<file path="src/rtl/buffer_serializer.sv">
// buffer_serializer: loads a parallel word and shifts it out LSB first, one strobed bit per
// cycle, with a per-bit RAM address made of the bit index and a word sequence number.
// Optional build macro SERIALIZER_PARITY_EN adds one even-parity cycle after the last data bit.
module buffer_serializer #(
   parameter int unsigned counter_size = 4,
   parameter int unsigned buffer_size  = 16
) (
   input  logic                      clock,
   input  logic                      reset,
   input  logic                      load_valid,
   input  logic [buffer_size-1:0]    load_data,
   output logic                      load_ready,
   input  logic                      halt,
   output logic                      txda,
   output logic                      oeenable,
   output logic [counter_size*2:0]   ramadrs,
   output logic                      done,
   output logic                      par_valid
);

   // The bit index must address every bit of the word exactly.
   if (buffer_size != (1 << counter_size)) begin : g_bad_param
      $error("buffer_size must equal 2**counter_size");
   end

`ifdef SERIALIZER_PARITY_EN
   typedef enum logic [1:0] {StIdle = 2'd0, StShift = 2'd1, StDone = 2'd2, StParity = 2'd3} state_e;
`else
   typedef enum logic [1:0] {StIdle = 2'd0, StShift = 2'd1, StDone = 2'd2} state_e;
`endif

   localparam logic [counter_size-1:0] IndexOne  = 1;
   localparam logic [counter_size-1:0] IndexLast = '1;
   localparam logic [counter_size:0]   SeqOne    = 1;

   state_e                    state_q;
   logic [counter_size-1:0]   index_q;
   logic [counter_size:0]     seq_q;
   logic [buffer_size-1:0]    shadow_q;
   logic [counter_size*2:0]   adrs_q;   // address of the last strobed bit
   logic                      txda_q;   // last strobed data bit, shown while halted
   logic                      strobe;

   // Sequencer: capture, per-bit advance, parity/done steps and sequence numbering.
   always_ff @(posedge clock) begin
      if (reset) begin
         state_q  <= StIdle;
         index_q  <= '0;
         seq_q    <= '0;
         shadow_q <= '0;
         adrs_q   <= '0;
         txda_q   <= 1'b0;
      end else begin
         unique case (state_q)
            StIdle: begin
               if (load_valid) begin
                  shadow_q <= load_data;
                  index_q  <= '0;
                  txda_q   <= 1'b0;
                  state_q  <= StShift;
               end
            end
            StShift: begin
               if (!halt) begin
                  adrs_q  <= {index_q, seq_q};
                  txda_q  <= shadow_q[index_q];
                  index_q <= index_q + IndexOne;
                  if (index_q == IndexLast) begin
`ifdef SERIALIZER_PARITY_EN
                     state_q <= StParity;
`else
                     state_q <= StDone;
`endif
                  end
               end
            end
`ifdef SERIALIZER_PARITY_EN
            StParity: state_q <= StDone;
`endif
            StDone: begin
               seq_q   <= seq_q + SeqOne;
               state_q <= StIdle;
            end
            default: state_q <= StIdle;
         endcase
      end
   end

   // Outputs: decoded from state; halt gates the strobe within the same cycle.
   always_comb begin
      strobe     = (state_q == StShift) && !halt;
      load_ready = (state_q == StIdle);
      done       = (state_q == StDone);
      oeenable   = !strobe;
      ramadrs    = strobe ? {index_q, seq_q} : adrs_q;
      txda       = 1'b0;
      if (state_q == StShift) begin
         txda = strobe ? shadow_q[index_q] : txda_q;
      end
`ifdef SERIALIZER_PARITY_EN
      par_valid = (state_q == StParity);
      if (state_q == StParity) begin
         txda = ^shadow_q;
      end
`else
      par_valid = 1'b0;
`endif
   end

endmodule

</file>
<file path="config.mk">
export PLATFORM = sky130hd
export DESIGN_NAME = buffer_serializer
export DESIGN_NICKNAME = d
export VERILOG_FILES = /design/src/rtl/buffer_serializer.sv
export SDC_FILE = /design/constraint.sdc
export NUM_CORES = 1
export LEC_CHECK = 0
export BUFFER_PORTS_ARGS = -buffer_cell sky130_fd_sc_hd__buf_2
export CAP_MARGIN = 40
export CELL_PAD_IN_SITES_DETAIL_PLACEMENT = 0
export CELL_PAD_IN_SITES_GLOBAL_PLACEMENT = 2
export CORE_MARGIN = 2
export CORE_UTILIZATION = 28
export CTS_CLUSTER_DIAMETER = 100
export DETAILED_ROUTE_END_ITERATION = 10
export GPL_ROUTABILITY_DRIVEN = 1
export GPL_TIMING_DRIVEN = 0
export PLACE_DENSITY_LB_ADDON = 0.1
export SYNTH_ARGS = -nofsm -noshare
export SYNTH_HDL_FRONTEND = slang
export SYNTH_SLANG_ARGS = --single-unit
</file>
<file path="constraint.sdc">
create_clock -name clock -period 1.41 [get_ports clock]
set_input_delay 0.0705 -clock clock [delete_from_list [all_inputs] [get_ports clock]]
set_output_delay 0.0705 -clock clock [all_outputs]
set_load 0.005 [all_outputs]
</file>
==> metrics.yaml, run 1 <==
drt:
  drc_errors: 0
  ant_nets: 0
  dr.pass1.iters: 4
  first_iter_violations: 60
  drt_wl_total_mm: 4.04
  wl_per_cell_um: 12.7
  viasPerCell: 4.51
  vias: 1435
global_routing:
  grt_overflow: 0
  gr-usage-met2_pct: 23.6
  busiest_layer: "met2"
  grt_util_met3_pct: 3.86
  antenna_found_initial: 0
  grt_usage_pct: 14.0
  grt_pass1_vias: 1413
  grt_max_degree: 13
  use_met1_pct: 17.2
  grt_pass1_wl_mm: 6.71
power:
  power_density_mw_per_mm2: 926
  vdd_drop_max_uv: 333
  power.leakage_nw: 1.05
setup_path:
  startpoint_type: "flop"
  worst-r2r-setup-slack_ns: -0.14
  worstPathMaxFanout: 10
  critPathKind: "reg -> out"
  cp-end-kind: "output pin"
  worstRegToRegCells: 5
  critPathArrivalTime_ns: 1.91
  worstPathRequired_ns: 1.34
  reg2reg_to: "txda_q"
  r2r-start: "index_q[0]"
hold_path:
  hp-class: "in -> reg"
  hold_depth: 3
  min_from: "load_data[15]"
  min_to: "shadow_q[15]"
place:
  pre_cts_slack_ns: -0.327
  place_inst: 289
  post-dp-hpwl_mm: 2.64
  gp_congestion: 0.698
  port_buffers: 31
clock_network:
  htree_num_levels: 2
  cts_tree: "done"
  postCtsHoldBufs: 0
  cts_max_path_buffers: 2
  cts.sinks: 37
  clock_latency_ns: 0.29
  cts_buffers: 5
  cts_root_buf: "clkbuf_8"
  clk_pin_slew_worst_paths_ns: 0.08
cells_and_area:
  stdcell_count: 318
  multi_input_area_um2: 913
  diodes: 0
  layout-drive-gt1-share_pct: 41.9
  fillCellCount: 591
  nets: 267
  regArea_um2: 752
  syn_to_final_growth_pct: 47.7
  final_core_utilization_pct: 42.7
die:
  io_pins: 34
  rows: 27
  start_util_pct: 28.9
  fp.coreArea_mm2: 0.00547
  die_h_um: 79.2
  die_x_um: 79.2
  die-area_mm2: 0.00627
timing:
  tightestPinTransition_ns: 0.526
  slew_headroom_pct: 65.0
  finalClockSkew_ns: 0.00485
  hold_viol_final: 0
  post-route-min-period_ns: 1.98
  fin_ws_ns: -0.575
  drv_slew: 0
  grt_setup_unrepaired: "true"
  fmax_mhz: 504
  finalSetupViolCount: 13
  period_share_pct: 141
outcome:
  status: "complete, but fails checks"
  violations: "setup timing"
synth:
  synthTopCellsByArea: "dfxtp_1 (47%), nand2_1 (14%), mux2i_1 (6.3%), a21oi_1 (5.7%), nor2b_1 (4.0%)"
  syn_inst: 186
  syn_avg_cell_area_um2: 8.50
  yosysUniqueCellTypes: 27
  yosys.area.top_type: "dfxtp_1"
  seq_area_frac_synth_pct: 46.8
  ys_seq_elements: 37
  synth_fp_nets: 208
  synth_top_area_share_pct: 46.8
  ys_warn_count: 0
  syn_area_mm2: 0.00158
job:
  maxCapViolations: 0
[power breakdown]
group	switching, mW	total, mW	internal (mW)
Combinational	0.136	0.282	0.146
Clock	0.394	0.791	0.396
Sequential	0.0171	1.09	1.07
Total	0.548	2.16	1.61
[timing repair]
| item | CTS | global route |
|---|---|---|
| endpoints found under the setup margin | 37 | 30 |
| pin swaps | 16 | 9 |
| buffers inserted | 16 | 7 |
| endpoints found under the hold margin | 0 | 0 |
| gates resized for setup | 36 | 37 |
| gates cloned | 2 | 0 |
[layer usage]
metal / up-vias / share of wire (%)
li1: 727 / -
met1: 675 / 45
met2: 27 / 50
met3: 6 / 4.5
met4: 0 / 0.99
met5: - / 0
[area by class of cell]
cell class | count | area share, %
Buffer | 11 | 4.50
Clock buffer | 6 | 3.54
Clock inverter | 2 | 0.589
Inverter | 1 | 0.161
Multi-Input combinational cell | 136 | 39.1
Sequential cell | 37 | 32.2
Tap cell | 72 | 3.86
Timing Repair Buffer | 53 | 16.1
[state kept, by name, summed over array words and instances, names as in the netlist]
signal	count
seq_q	5
adrs_q	9
shadow_q	16
index_q	4
state_q	2
txda_q	1
[kinds of logic (layout without fill, tap and decap cells)]
logic type	count (synthesis)	count (layout)	share of synthesized area, %
buffers and inverters	13	73	3.80
AND/OR/NAND/NOR	94	94	27.6
AO/OA/AOI/OAI	21	21	7.44
flip-flops	37	37	46.8
adder cells (fa/ha/maj)	2	2	1.58
other	1	1	0.237
multiplexers	12	12	9.18
XOR/XNOR	6	6	3.32
[how the worst max path moves through the flow]
stage,startpoint,end,cells past startpoint
2_1_floorplan,index_q[0],txda,5
3_3_place_gp,index_q[0],txda,6
3_5_place_dp,index_q[0],txda,6
4_1_cts,index_q[0],txda,6
5_1_grt,index_q[1],txda,4
6_report,index_q[0],txda,6
[synthesized netlist by cell type]
cell type	n
and4b_1	1
mux4_2	2
and2_1	1
buf_4	1
nor2b_1	10
nor4b_1	1
nor3b_2	3
nand2_1	59
buf_1	1
ha_1	2
a22oi_1	1
xor2_1	5
inv_2	1
xnor2_1	1
nor2_1	11
a21o_1	1
nand4_1	3
buf_6	1
nand4b_1	1
mux2i_1	10
nand2b_1	1
nor3_1	3
conb_1	1
a22oi_2	1
clkbuf_1	9
a21oi_1	18
dfxtp_1	37
[cells in the final DEF (no fill, tap or decap), types with 3 or more instances in the layout]
cell type and instances:
nand2_4 9, nor2_1 9, xor2_1 5, nand2_1 39, nand4_1 3, buf_8 3, clkbuf_1 3, dfxtp_1 34
mux2i_1 10, nand2_2 11, buf_6 6, buf_4 18, clkbuf_8 6, nor2b_1 8, buf_2 29, nor3_1 3
a21oi_1 18, dfxtp_4 3
[stage by stage]
step | hold slack [ns] | setup TNS [ns] | instance area [um^2] | total power [mW]
after floorplan | 0.206 | -0.0709 | 1580 | 1.23
after global placement | 0.312 | -6.38 | 1830 | 1.30
after detailed placement | 0.320 | -7.07 | 1830 | 1.31
after CTS | 0.00374 | -1.66 | 2180 | 2.17
after global routing | 0.0128 | -3.43 | 2340 | 2.28
final | 0.0160 | -2.18 | 2340 | 2.16
[critical path, stage by stage (launching register included)]
cell and delay, ns:
dfxtp_4 0.36, buf_12 0.14, mux2i_1 0.13, mux4_2 0.49, a22oi_2 0.19, and4b_1 0.21, buf_2 0.11
Power figures use the tool's default switching activity.
==> inputs of run 2 (changes only) <==
==> constraint.sdc (replaced) <==
create_clock -name clock -period 1.41 [get_ports clock]
set_input_delay 0.2115 -clock clock [delete_from_list [all_inputs] [get_ports clock]]
set_output_delay 0.2115 -clock clock [all_outputs]
set_load 0.005 [all_outputs]
==> metrics.yaml, run 2 (synthesized netlist as in run 1, its figures left out) <==
place:
  gp_congestion: 0.698  # unchanged
  placed_cell_area_mm2: 0.00183  # unchanged
  place_inst: 289  # unchanged
  port_buffers: 31  # unchanged
  post-dp-hpwl_mm: 2.64  # unchanged
cells_and_area:
  syn_to_final_growth_pct: 49.9
  layout-drive-gt1-share_pct: 41.7  # -0.17 points
  final_common_cell: "nand2_1"
  stdcell_count: 319  # +0.31%
  nets: 268  # +0.37%
  final_cell_mix: "nand2_1 (40), dfxtp_1 (34), buf_2 (27)"
  largest_reg_flops: 16  # unchanged
  diodes: 0  # unchanged
  final_area_mm2: 0.00237  # +1.5%
  reg_top3: "shadow_q x16, adrs_q x9, seq_q x5"
  largest_register: "shadow_q"
drt:
  drc_errors: 0  # unchanged
  first_iter_violations: 58  # -3.3%
  vias: 1426  # -0.63%
  drt_wl_total_mm: 4.11  # +1.7%
  dr.pass1.iters: 4  # unchanged
  viasPerCell: 4.47  # -0.94%
  wl_per_cell_um: 12.9  # +1.4%
  ant_nets: 0  # unchanged
clock_network:
  cts_buffers: 5  # unchanged
  cts_tree: "done"
  cts_max_path_buffers: 2  # unchanged
  clock_latency_ns: 0.29  # about the same
  htree_num_levels: 2  # unchanged
  cts_root_buf: "clkbuf_8"
  cts.sinks: 37  # unchanged
  clk_pin_slew_worst_paths_ns: 0.08  # about the same
setup_path:
  startpoint_type: "flop"
  critPathArrivalTime_ns: 1.91  # about the same
  critPathKind: "reg -> out"
  worstPathRequired_ns: 1.20  # -0.14 ns
  cp-end-kind: "output pin"
  worstPathMaxFanout: 10  # unchanged
  slowest_delay_ns: 0.49  # about the same
  worst-path-buf-inv: 2  # unchanged
  crit_slowest_cell: "mux4_2"
  crit_family: "multiplexers"
  crit_chain: "buf_12 -> mux2i_1 -> mux4_2 -> a22oi_2 -> and4b_1 -> buf_2"
timing:
  post-route-min-period_ns: 2.12  # +0.140 ns
  drv_slew: 0  # unchanged
  whs_ns: 0.155  # +0.139 ns
  period_share_pct: 151  # +9.9 points
  fin_ws_ns: -0.715  # -0.140 ns
  finalSetupViolCount: 13  # unchanged
  finalClockSkew_ns: 0.00712  # +0.00227 ns
  fmax_mhz: 471  # -6.6%
  hold_viol_final: 0  # unchanged
  grt_setup_unrepaired: "true"
  slew_headroom_pct: 65.7  # +0.75 points
  tightestPinTransition_ns: 0.514  # -0.0113 ns
global_routing:
  grt_max_degree: 13  # unchanged
  grt_usage_pct: 14.0  # +0.024 points
  grt_overflow: 0  # unchanged
  grt_pass1_wl_mm: 6.73  # +0.21%
  antenna_found_initial: 0  # unchanged
  grt_pass1_vias: 1421  # +0.57%
power:
  p_seq_share_pct: 50.0  # -0.4 points
  combinationalPowerShare_pct: 13.2  # about the same
  p_sw_share_pct: 25.6  # +0.29 points
  clockPowerShare_pct: 36.7  # about the same
  power_density_mw_per_mm2: 918  # -0.79%
  intPower_mw: 1.62  # +0.30%
  switchingPower_uw: 558  # +1.8%
  vdd_drop_max_uv: 343  # +2.9%
  power.leakage_nw: 1.06  # +0.86%
die:
  start_util_pct: 28.9  # unchanged
  rows: 27  # unchanged
  io_pins: 34  # unchanged
  die-area_mm2: 0.00627  # unchanged
  die_h_um: 79.2  # unchanged
  die_x_um: 79.2  # unchanged
  fp.coreArea_mm2: 0.00547  # unchanged
hold_path:
  hp-class: "in -> reg"
outcome:
  violations: "setup timing"
  status: "complete, but fails checks"
job:
  maxCapViolations: 0  # unchanged
==> run 2: cell types whose count changed in the layout (fill, tap and decap cells not counted), sizes merged <==
cell  before  now
buf       59   60
==> run 2: path summary, 6_finish.rpt <==
| check | slack (ns) | endpoint | depth (start not counted) | from |
|---|---|---|---|---|
| worst max-delay path | -0.71 | txda | 6 | index_q[0] |
| worst min-delay path | 0.15 | shadow_q[15] | 3 | load_data[15] |
| worst max register to register | -0.15 | txda_q | 5 | index_q[0] |
| worst min register to register | 0.46 | shadow_q[10] | 2 | shadow_q[10] |
==> run 2: timing repair <==
item | CTS | global route
gates cloned | 2 | 0
setup buffers | 20 | 8
gates resized for setup | 48 | 30
endpoints found under the setup margin | 37 | 28
pin swaps | 19 | 9
hold buffers | 0 | 0
==> run 2: metal layers <==
layer,GRT usage [%],routed length [um],vias up
li1,-,-,729
met1,17.2,1800,664
met2,23.7,2050,28
met3,3.86,199,5
met4,4.66,58,0
met5,0,0,-
==> run 2: tightest hold or removal path, delay by kind of cell <==
kind,cells,cell delay [ns]
simple gates,1,0.05
buf+inv,1,0.10
compound gates,1,0.05
==> run 2: final cells by class <==
class / instances / area [um^2]
inverter: 1 / 3.75
fill: 585 / 3100
multi-input combinational: 136 / 921
clock buffer: 6 / 82.6
buffer: 10 / 97.6
timing repair buffer: 55 / 410
clock inverter: 2 / 13.8
sequential: 37 / 752
tap: 72 / 90.1
==> run 2: power by group through the flow <==
stage / clock (mW) / combinational [mW] / sequential, mW
after floorplan: 0 / 0.119 / 1.12
after global placement: 0 / 0.180 / 1.12
after detailed placement: 0 / 0.184 / 1.12
after CTS: 0.825 / 0.260 / 1.09
after global routing: 0.874 / 0.318 / 1.09
final: 0.800 / 0.288 / 1.09
==> run 2: metrics by stage <==
| stage | util (%) | power [mW] | setup slack, ns | setup TNS (ns) |
|---|---|---|---|---|
| global route | 43.3 | 2.29 | -0.798 | -4.97 |
| detailed placement | 33.4 | 1.31 | -0.468 | -8.56 |
| finish | 43.3 | 2.18 | -0.715 | -3.77 |
| global placement | 33.4 | 1.30 | -0.439 | -7.86 |
| floorplan | - | 1.23 | -0.205 | -0.212 |
| CTS | 41.0 | 2.18 | -0.744 | -3.18 |
